--- config.mk ---
export PLATFORM = sky130hd
export DESIGN_NAME = imem_loader_flat
export DESIGN_NICKNAME = d
export VERILOG_FILES = /design/src/rtl/imem_loader_if.sv /design/src/rtl/imem_loader.sv /design/src/flat_wrapper.sv
export SDC_FILE = /design/constraint.sdc
export NUM_CORES = 1
export LEC_CHECK = 0
export BUFFER_PORTS_ARGS = -buffer_cell sky130_fd_sc_hd__buf_4
export CAP_MARGIN = 0
export CORE_UTILIZATION = 55
export DETAILED_ROUTE_END_ITERATION = 8
export PLACE_DENSITY = 0.79
export REMOVE_ABC_BUFFERS = 1
export SYNTH_ARGS = -nofsm -noshare
export SYNTH_HDL_FRONTEND = slang
export SYNTH_SLANG_ARGS = --single-unit
export TNS_END_PERCENT = 30
--- constraint.sdc ---
create_clock -name CLK -period 6.6 [get_ports CLK]
set_clock_uncertainty 0.2 [all_clocks]
set_input_delay 0.33 -clock CLK [delete_from_list [all_inputs] [get_ports CLK]]
set_output_delay 0.33 -clock CLK [all_outputs]
set_load 0.1 [all_outputs]
--- src/rtl/imem_loader_if.sv ---
// Byte-stream input and instruction-memory write port of the loader.
// The loader takes the master side; the stream source and memory take the slave side.
interface imem_loader_if #(parameter int ADDR_WIDTH = 10);
   logic [7:0]            byte_in;
   logic                  byte_valid;
   logic                  byte_ready;
   logic                  mem_we;
   logic [ADDR_WIDTH-1:0] mem_addr;
   logic [31:0]           mem_wdata;

   modport master (
      input  byte_in, byte_valid,
      output byte_ready, mem_we, mem_addr, mem_wdata
   );

   modport slave (
      output byte_in, byte_valid,
      input  byte_ready, mem_we, mem_addr, mem_wdata
   );
endinterface

--- src/rtl/imem_loader.sv ---
// Fills instruction memory from a big-endian byte stream while holding the CPU in stall,
// then releases it with a one-cycle PC-reset pulse.
module imem_loader #(
   parameter int ADDR_WIDTH = 10
) (
   input  logic                CLK,
   input  logic                RESET,
   input  logic                start,
   input  logic [ADDR_WIDTH:0] word_count,
   imem_loader_if.master       bus,
   output logic                cpu_hold,
   output logic                pc_reset,
   output logic                done,
   output logic                error
);

   typedef enum logic [1:0] {ST_IDLE, ST_RECV, ST_WRITE, ST_DONE} state_t;

   localparam logic [ADDR_WIDTH:0] MAX_COUNT = {1'b1, {ADDR_WIDTH{1'b0}}};
   localparam logic [ADDR_WIDTH:0] ONE       = {{ADDR_WIDTH{1'b0}}, 1'b1};

   state_t                state_q, state_d;
   logic [1:0]            byte_cnt_q, byte_cnt_d;
   logic [ADDR_WIDTH:0]   index_q, index_d;
   logic [ADDR_WIDTH:0]   count_q, count_d;
   logic [31:0]           word_q, word_d;
   logic [31:0]           mem_wdata_q, mem_wdata_d;
   logic [ADDR_WIDTH-1:0] mem_addr_q, mem_addr_d;
   logic                  byte_ready_q, byte_ready_d;
   logic                  mem_we_q, mem_we_d;
   logic                  cpu_hold_q, cpu_hold_d;
   logic                  pc_reset_q, pc_reset_d;
   logic                  done_q, done_d;
   logic                  error_q, error_d;
   logic                  take_start;

   always_comb begin
      take_start  = start && (state_q == ST_IDLE || state_q == ST_DONE);
      state_d     = state_q;
      byte_cnt_d  = byte_cnt_q;
      index_d     = index_q;
      count_d     = count_q;
      word_d      = word_q;
      mem_wdata_d = mem_wdata_q;
      mem_addr_d  = mem_addr_q;
      mem_we_d    = 1'b0;
      error_d     = error_q;

      if (take_start) begin
         if (word_count == '0) begin
            state_d = ST_DONE;
            error_d = 1'b0;
            index_d = '0;
         end else if (word_count > MAX_COUNT) begin
            state_d = ST_IDLE;
            error_d = 1'b1;
         end else begin
            state_d    = ST_RECV;
            error_d    = 1'b0;
            count_d    = word_count;
            index_d    = '0;
            byte_cnt_d = '0;
         end
      end else begin
         case (state_q)
            ST_RECV: begin
               if (bus.byte_valid && byte_ready_q) begin
                  word_d     = {word_q[23:0], bus.byte_in};
                  byte_cnt_d = byte_cnt_q + 2'd1;
                  // Fourth byte completes the word; stage the write for the WRITE cycle.
                  if (byte_cnt_q == 2'd3) begin
                     state_d     = ST_WRITE;
                     mem_we_d    = 1'b1;
                     mem_addr_d  = index_q[ADDR_WIDTH-1:0];
                     mem_wdata_d = word_d;
                  end
               end
            end
            ST_WRITE: begin
               index_d = index_q + ONE;
               state_d = (index_d == count_q) ? ST_DONE : ST_RECV;
            end
            default: ;
         endcase
      end

      // Status outputs follow the next state so they are registered yet aligned with it.
      byte_ready_d = (state_d == ST_RECV);
      cpu_hold_d   = (state_d != ST_DONE);
      done_d       = (state_d == ST_DONE);
      pc_reset_d   = (state_d == ST_DONE) && (state_q != ST_DONE || take_start);
   end

   always_ff @(posedge CLK) begin
      if (RESET) begin
         state_q      <= ST_IDLE;
         byte_cnt_q   <= '0;
         index_q      <= '0;
         count_q      <= '0;
         word_q       <= '0;
         mem_wdata_q  <= '0;
         mem_addr_q   <= '0;
         byte_ready_q <= 1'b0;
         mem_we_q     <= 1'b0;
         cpu_hold_q   <= 1'b1;
         pc_reset_q   <= 1'b0;
         done_q       <= 1'b0;
         error_q      <= 1'b0;
      end else begin
         state_q      <= state_d;
         byte_cnt_q   <= byte_cnt_d;
         index_q      <= index_d;
         count_q      <= count_d;
         word_q       <= word_d;
         mem_wdata_q  <= mem_wdata_d;
         mem_addr_q   <= mem_addr_d;
         byte_ready_q <= byte_ready_d;
         mem_we_q     <= mem_we_d;
         cpu_hold_q   <= cpu_hold_d;
         pc_reset_q   <= pc_reset_d;
         done_q       <= done_d;
         error_q      <= error_d;
      end
   end

   assign bus.byte_ready = byte_ready_q;
   assign bus.mem_we     = mem_we_q;
   assign bus.mem_addr   = mem_addr_q;
   assign bus.mem_wdata  = mem_wdata_q;
   assign cpu_hold       = cpu_hold_q;
   assign pc_reset       = pc_reset_q;
   assign done           = done_q;
   assign error          = error_q;

endmodule

--- src/flat_wrapper.sv ---
// flat-port wrapper written by rule: the top's interface ports become plain ports
module imem_loader_flat 
#(
   parameter int ADDR_WIDTH = 10
)
  (CLK, RESET, start, word_count, cpu_hold, pc_reset, done, error, bus_byte_in, bus_byte_valid, bus_byte_ready, bus_mem_we, bus_mem_addr, bus_mem_wdata);
  imem_loader_if #(.ADDR_WIDTH(ADDR_WIDTH)) bus_i ();
  input  logic CLK;
  input  logic RESET;
  input  logic start;
  input  logic [ADDR_WIDTH:0] word_count;
  output logic cpu_hold;
  output logic pc_reset;
  output logic done;
  output logic error;
  input wire logic [$bits(bus_i.byte_in)-1:0] bus_byte_in;
  input wire logic [$bits(bus_i.byte_valid)-1:0] bus_byte_valid;
  output wire logic [$bits(bus_i.byte_ready)-1:0] bus_byte_ready;
  output wire logic [$bits(bus_i.mem_we)-1:0] bus_mem_we;
  output wire logic [$bits(bus_i.mem_addr)-1:0] bus_mem_addr;
  output wire logic [$bits(bus_i.mem_wdata)-1:0] bus_mem_wdata;
  assign bus_i.byte_in = bus_byte_in;
  assign bus_i.byte_valid = bus_byte_valid;
  assign bus_byte_ready = bus_i.byte_ready;
  assign bus_mem_we = bus_i.mem_we;
  assign bus_mem_addr = bus_i.mem_addr;
  assign bus_mem_wdata = bus_i.mem_wdata;
  imem_loader #(.ADDR_WIDTH(ADDR_WIDTH)) u_core (.CLK(CLK), .RESET(RESET), .start(start), .word_count(word_count), .bus(bus_i), .cpu_hold(cpu_hold), .pc_reset(pc_reset), .done(done), .error(error));
endmodule
* Word-level counts from Yosys, hierarchy flattened
Index checks and enable logic that the tools add are counted. Widths: inputs -> output; s select.
Storage, ports and cells: register bits 98, output and inout port bits 48, input bits 23, word-level logic and storage cells 68
Cells by class: bitwise operators 5, multiplexer cells 19, equality and inequality tests 12, add/subtract/negate cells 2, $lt $le $gt $ge 1, reduce and logical (&&, ||, !) cells 16
Operator list (count):
- $mux 11 | 4
- $mux 2 | 10
- $add 11x1->11 const B | 1
- $eq 11x11->1 | 1
- $gt 11x11->1 const B | 1
- $logic_not 11->1 | 1
- $eq 2x2->1 const B | 4
- $ne 2x2->1 const B | 4
- $reduce_and 4->1 | 2
- $reduce_and 3->1 | 2
- $reduce_bool 2->1 | 3
- $not 1->1 | 5
- $eq 2x1->1 const B | 2
- $mux 1 | 4
- $pmux 2 s2 | 1
- $reduce_or 4->1 | 1
- $logic_and 1x1->1 | 3
- $ne 3x3->1 const B | 1
- $add 2x1->2 const B | 1
- $logic_not 2->1 | 1
- $logic_or 1x1->1 | 2
- $reduce_and 2->1 | 1

* Depth between registers and ports, before layout
depth after elaboration 7, depth in mapped cells 8, mapped depth without buffers 8

* Worst setup path after synthesis
No wires, ideal clock.
kind flip-flop to flip-flop, start register u_core.byte_ready_q, in the netlist u_core.bus.byte_ready, end register u_core.mem_wdata_q[22], in the netlist u_core.bus.mem_wdata[22], clock period less this slack 2.304 ns, cell stages (with the launch flop) 7, path buffers 2, required time 6.329 ns, slack 4.296 ns, library setup time 0.071 ns, arrival 2.033 ns, cell sequence dfxtp_1 and3_1 and2_1 clkbuf_1 clkbuf_1 nand2_1 a21oi_1
On the way: word-level cells in the longest chain between the ends 2
Ends and longest elaborated chain:
- start, declared | RTL line imem_loader.sv:29 | logic byte_ready_q, byte_ready_d;
- start signal, assigned | RTL line imem_loader.sv:117 | byte_ready_q <= byte_ready_d;
- $logic_and 1x1->1 | RTL line imem_loader.sv:67 | if (bus.byte_valid && byte_ready_q) begin
- $reduce_and 4->1 (no line)
- end signal, assigned | RTL line imem_loader.sv:115 | mem_wdata_q <= mem_wdata_d;
- end, declared | RTL line imem_loader.sv:27 | logic [31:0] mem_wdata_q, mem_wdata_d;
Every way passes these cells. A chain may end at the register's enable or synchronous reset.

* Worst setup path in the final report
start register u_core.state_q[0], end register u_core.index_q[9]
On the way: word-level cells in the longest chain between the ends 5, elaborated cells on any way between the ends 9, classes of those cells 3 x eq/ne; 1 x mux; 5 x reduce/logical
Ends and longest elaborated chain:
- start, declared | RTL line imem_loader.sv:22 | state_t state_q, state_d;
- start signal, assigned | RTL line imem_loader.sv:110 | state_q <= state_d;
- $eq 2x2->1 / $logic_not 2->1 (equally long branches) | RTL line imem_loader.sv:38 | take_start = start && (state_q == ST_IDLE || state_q == ST_DONE);
- $logic_or 1x1->1 | RTL line imem_loader.sv:38
- $logic_and 1x1->1 | RTL line imem_loader.sv:38
- $ne 3x3->1 (no line) / $reduce_bool 2->1 (equally long branches)
- $reduce_and 2->1 (no line)
- end signal, assigned | RTL line imem_loader.sv:112 | index_q <= index_d;
- end, declared | RTL line imem_loader.sv:24 | logic [ADDR_WIDTH:0] index_q, index_d;
Several ways; a longest one is shown, not always the timed one.

==> impl_metrics.csv <==
group,metric,value,unit
outcome,status,"finished clean",
power,fin_total_pwr,1.17,mW
global_route,antenna_found_initial,0,
die,coreArea,0.00698,mm2
drt,firstDrtPassIters,5,
timing,fmax,361,MHz
global_route,grt_pass1_vias,3196,
clock_network,ctsHoldBuffers,1,
setup_path,rrSetupSlack,3.83,ns
final_layout,fin_nets,583,
timing,finalHoldViolations,0,
flow_run,maxCapViolations,0,
final_layout,final_common_cell,"nand2_1",
timing,tns,0,ns
clock_network,htree_levels,3,
synthesis,synthArstFlopShare,0,
final_layout,layout-drive-gt1-share,0.173,
final_layout,fin_cells,656,
hold_path,hold_class,"in2reg",
drt,drc,0,
clock_network,cts_setup_buffers,0,
synthesis,ys_seq_area_frac,0.483,
clock_network,clock_path_buffers,2,
synthesis,avgSynthCellArea,8.11,um2
setup_path,crit_chain,"inv_1, ha_1, and2_0, nor2_1, a21oi_1, o21ai_0, a21oi_1",
global_route,grt_max_degree,95,
drt,vias_per_cell,5.31,
place,placedCellCount,638,
synthesis,synth_top_area_frac,0.483,
final_layout,layout_common_cells,"nand2_1, dfxtp_1, a21oi_1, buf_4, nor2_1",
setup_path,cp.arrival,2.86,ns
drt,drtIter0Drc,176,
timing,slew_viol_final,0,
drt,wl_per_cell,13.4,um
setup_path,crit_family,"compound AO/OA/AOI/OAI gates",
clock_network,cts-buffers-inserted,9,
global_route,grt_first_pass_wirelength,14600,um
die,dieArea,0.00774,mm2
synthesis,netlist_area,0.00406,mm2
place,dp_hpwl,5770,um
die,pin_count,71,
power,power_leakage,1.81,nW
setup_path,path_max_fanout,11,
timing,slew_headroom,0.231,
die,die_width,88.0,um
setup_path,crit_type,"reg2reg",
setup_path,max_stage_delay,0.72,ns
power,ir_drop,0.000167,V
die,row_count,30,
timing,worst_slew_pin_slew,1.15,ns
clock_network,cts_resized,0,
timing,rsz0062_at_grt,"false",
die,die_h,88.0,um
timing,setup_ws,3.83,ns
place,portBuffers,70,
synthesis,ys.flop_type,"dfxtp_1",
synthesis,ys_seq_elements,98,
setup_path,endpoint_kind,"flop",
power,powerDensity,243,mW/mm2
synthesis,synth_top_area_cell,"dfxtp_1",
final_layout,num_antenna_cells,0,
drt,via_count,3481,
place,preCtsSetupSlack,3.83,ns
setup_path,cp.buffers_inverters,1,
clock_network,cts-root-buf,"clkbuf_8",
global_route,grt_usage,0.241,
setup_path,crit_path_start,"u_core.state_q[0]",
synthesis,synth_warnings,0,
place,gp_congestion,0.864,
synthesis,ys_types,46,
setup_path,cpMostUsedCell,"a21oi_1",
timing,post-route-period-util,0.420,
timing,period_minus_slack,2.77,ns
drt,postRouteAntennaNets,0,
global_route,overflow,0,
synthesis,synthCells,501,
setup_path,cp_data_required_time,6.68,ns
final_layout,area_delta_synth_final,18.3,%
synthesis,synth_area_leaders,"dfxtp_1, nand2_1, a21oi_1, mux2i_1, nor2_1",
final_layout,fin_area,0.00481,mm2
drt,routed_wl,8820,um
setup_path,start_kind,"flop",
clock_network,path_clk_slew,0.10,ns
clock_network,cts_tree,"yes",
hold_path,worstHoldStart,"bus_byte_in[4]",
setup_path,worst_path_max_delay_cell,"a21oi_1",
place,place_area,0.00459,mm2
clock_network,clkLatencyLatePin,0.36,ns
synthesis,synth_edf_count,0,
die,start_util,0.582,
timing,finalSetupViolations,0,
clock_network,clock-sinks,98,
setup_path,timing.rr.start,"u_core.state_q[0]",
## cell families (layout without fill, tap and decap cells)
kind of cell             after synthesis  in the layout  share of synthesized area
XOR/XNOR                              13             13                     0.0280
AND/OR/NAND/NOR                      226            226                      0.250
multiplexers                          14             14                     0.0345
AO/OA/AOI/OAI                        110            110                      0.152
buffers and inverters                 35             94                     0.0366
flip-flops                            98             98                      0.483
adder cells (fa/ha/maj)                5              5                     0.0154
## cell usage after synthesis, types with 2 or more instances
cell type / count
nor3b_2: 2
nor2b_1: 2
and2_1: 4
a31oi_1: 2
inv_1: 4
a2111oi_2: 2
nand2b_1: 3
nor3_1: 2
or3_1: 4
nand3b_1: 4
buf_2: 2
nor4_1: 3
a21oi_1: 86
a211oi_1: 2
xnor2_1: 9
mux2i_1: 14
nand2_1: 147
nor2_1: 32
buf_1: 3
ha_1: 5
clkbuf_1: 23
and3_1: 5
xor2_1: 4
nand3_1: 7
dfxtp_1: 98
buf_4: 2
o21ai_0: 11
## sequential cells by signal, summed over array words and instances (netlist names), 2 cells and up
| name | cells |
|---|---|
| u_core.count_q | 11 |
| u_core.bus.mem_addr | 10 |
| u_core.bus.mem_wdata | 32 |
| u_core.word_q | 24 |
| u_core.state_q | 2 |
| u_core.byte_cnt_q | 2 |
| u_core.index_q | 11 |
## through the flow
step,hold slack [ns],utilization
floorplan,0.199,-
global placement,0.237,0.658
detailed placement,0.245,0.658
CTS,0.000835,0.687
global route,0.00160,0.689
finish,0.00686,0.689
## layer usage
metal  vias up  track usage  share of wire
met5         -            0              0
met4         0       0.0760          0.013
met3        13       0.0537          0.037
met2        66        0.400           0.47
met1      1619        0.313           0.48
li1       1783            -              -
## worst min-delay path, cell delays in order
cell and delay (ns):
buf_4 0.11, nand2_1 0.05, a21oi_1 0.05
## worst paths after layout
kind                               to  cells past startpoint
max                 u_core.index_q[9]                      7
min           u_core.bus.mem_wdata[4]                      3
max reg2reg         u_core.index_q[9]                      7
min reg2reg  u_core.bus.mem_wdata[29]                      2
## final cells by class
class | count | area, um2
Clock buffer | 10 | 128
Clock inverter | 6 | 71.3
Fill cell | 609 | 2170
Inverter | 4 | 15.0
Multi-Input combinational cell | 368 | 1950
Sequential cell | 98 | 1960
Tap cell | 96 | 120
Timing Repair Buffer | 74 | 561
## power by group
part	leakage, nW	internal (mW)	switching (mW)
sequential	0.791	0.604	0.0134
clock	0.0939	0.179	0.215
combinational	0.925	0.0531	0.106
(Power assumes the default switching activity.)
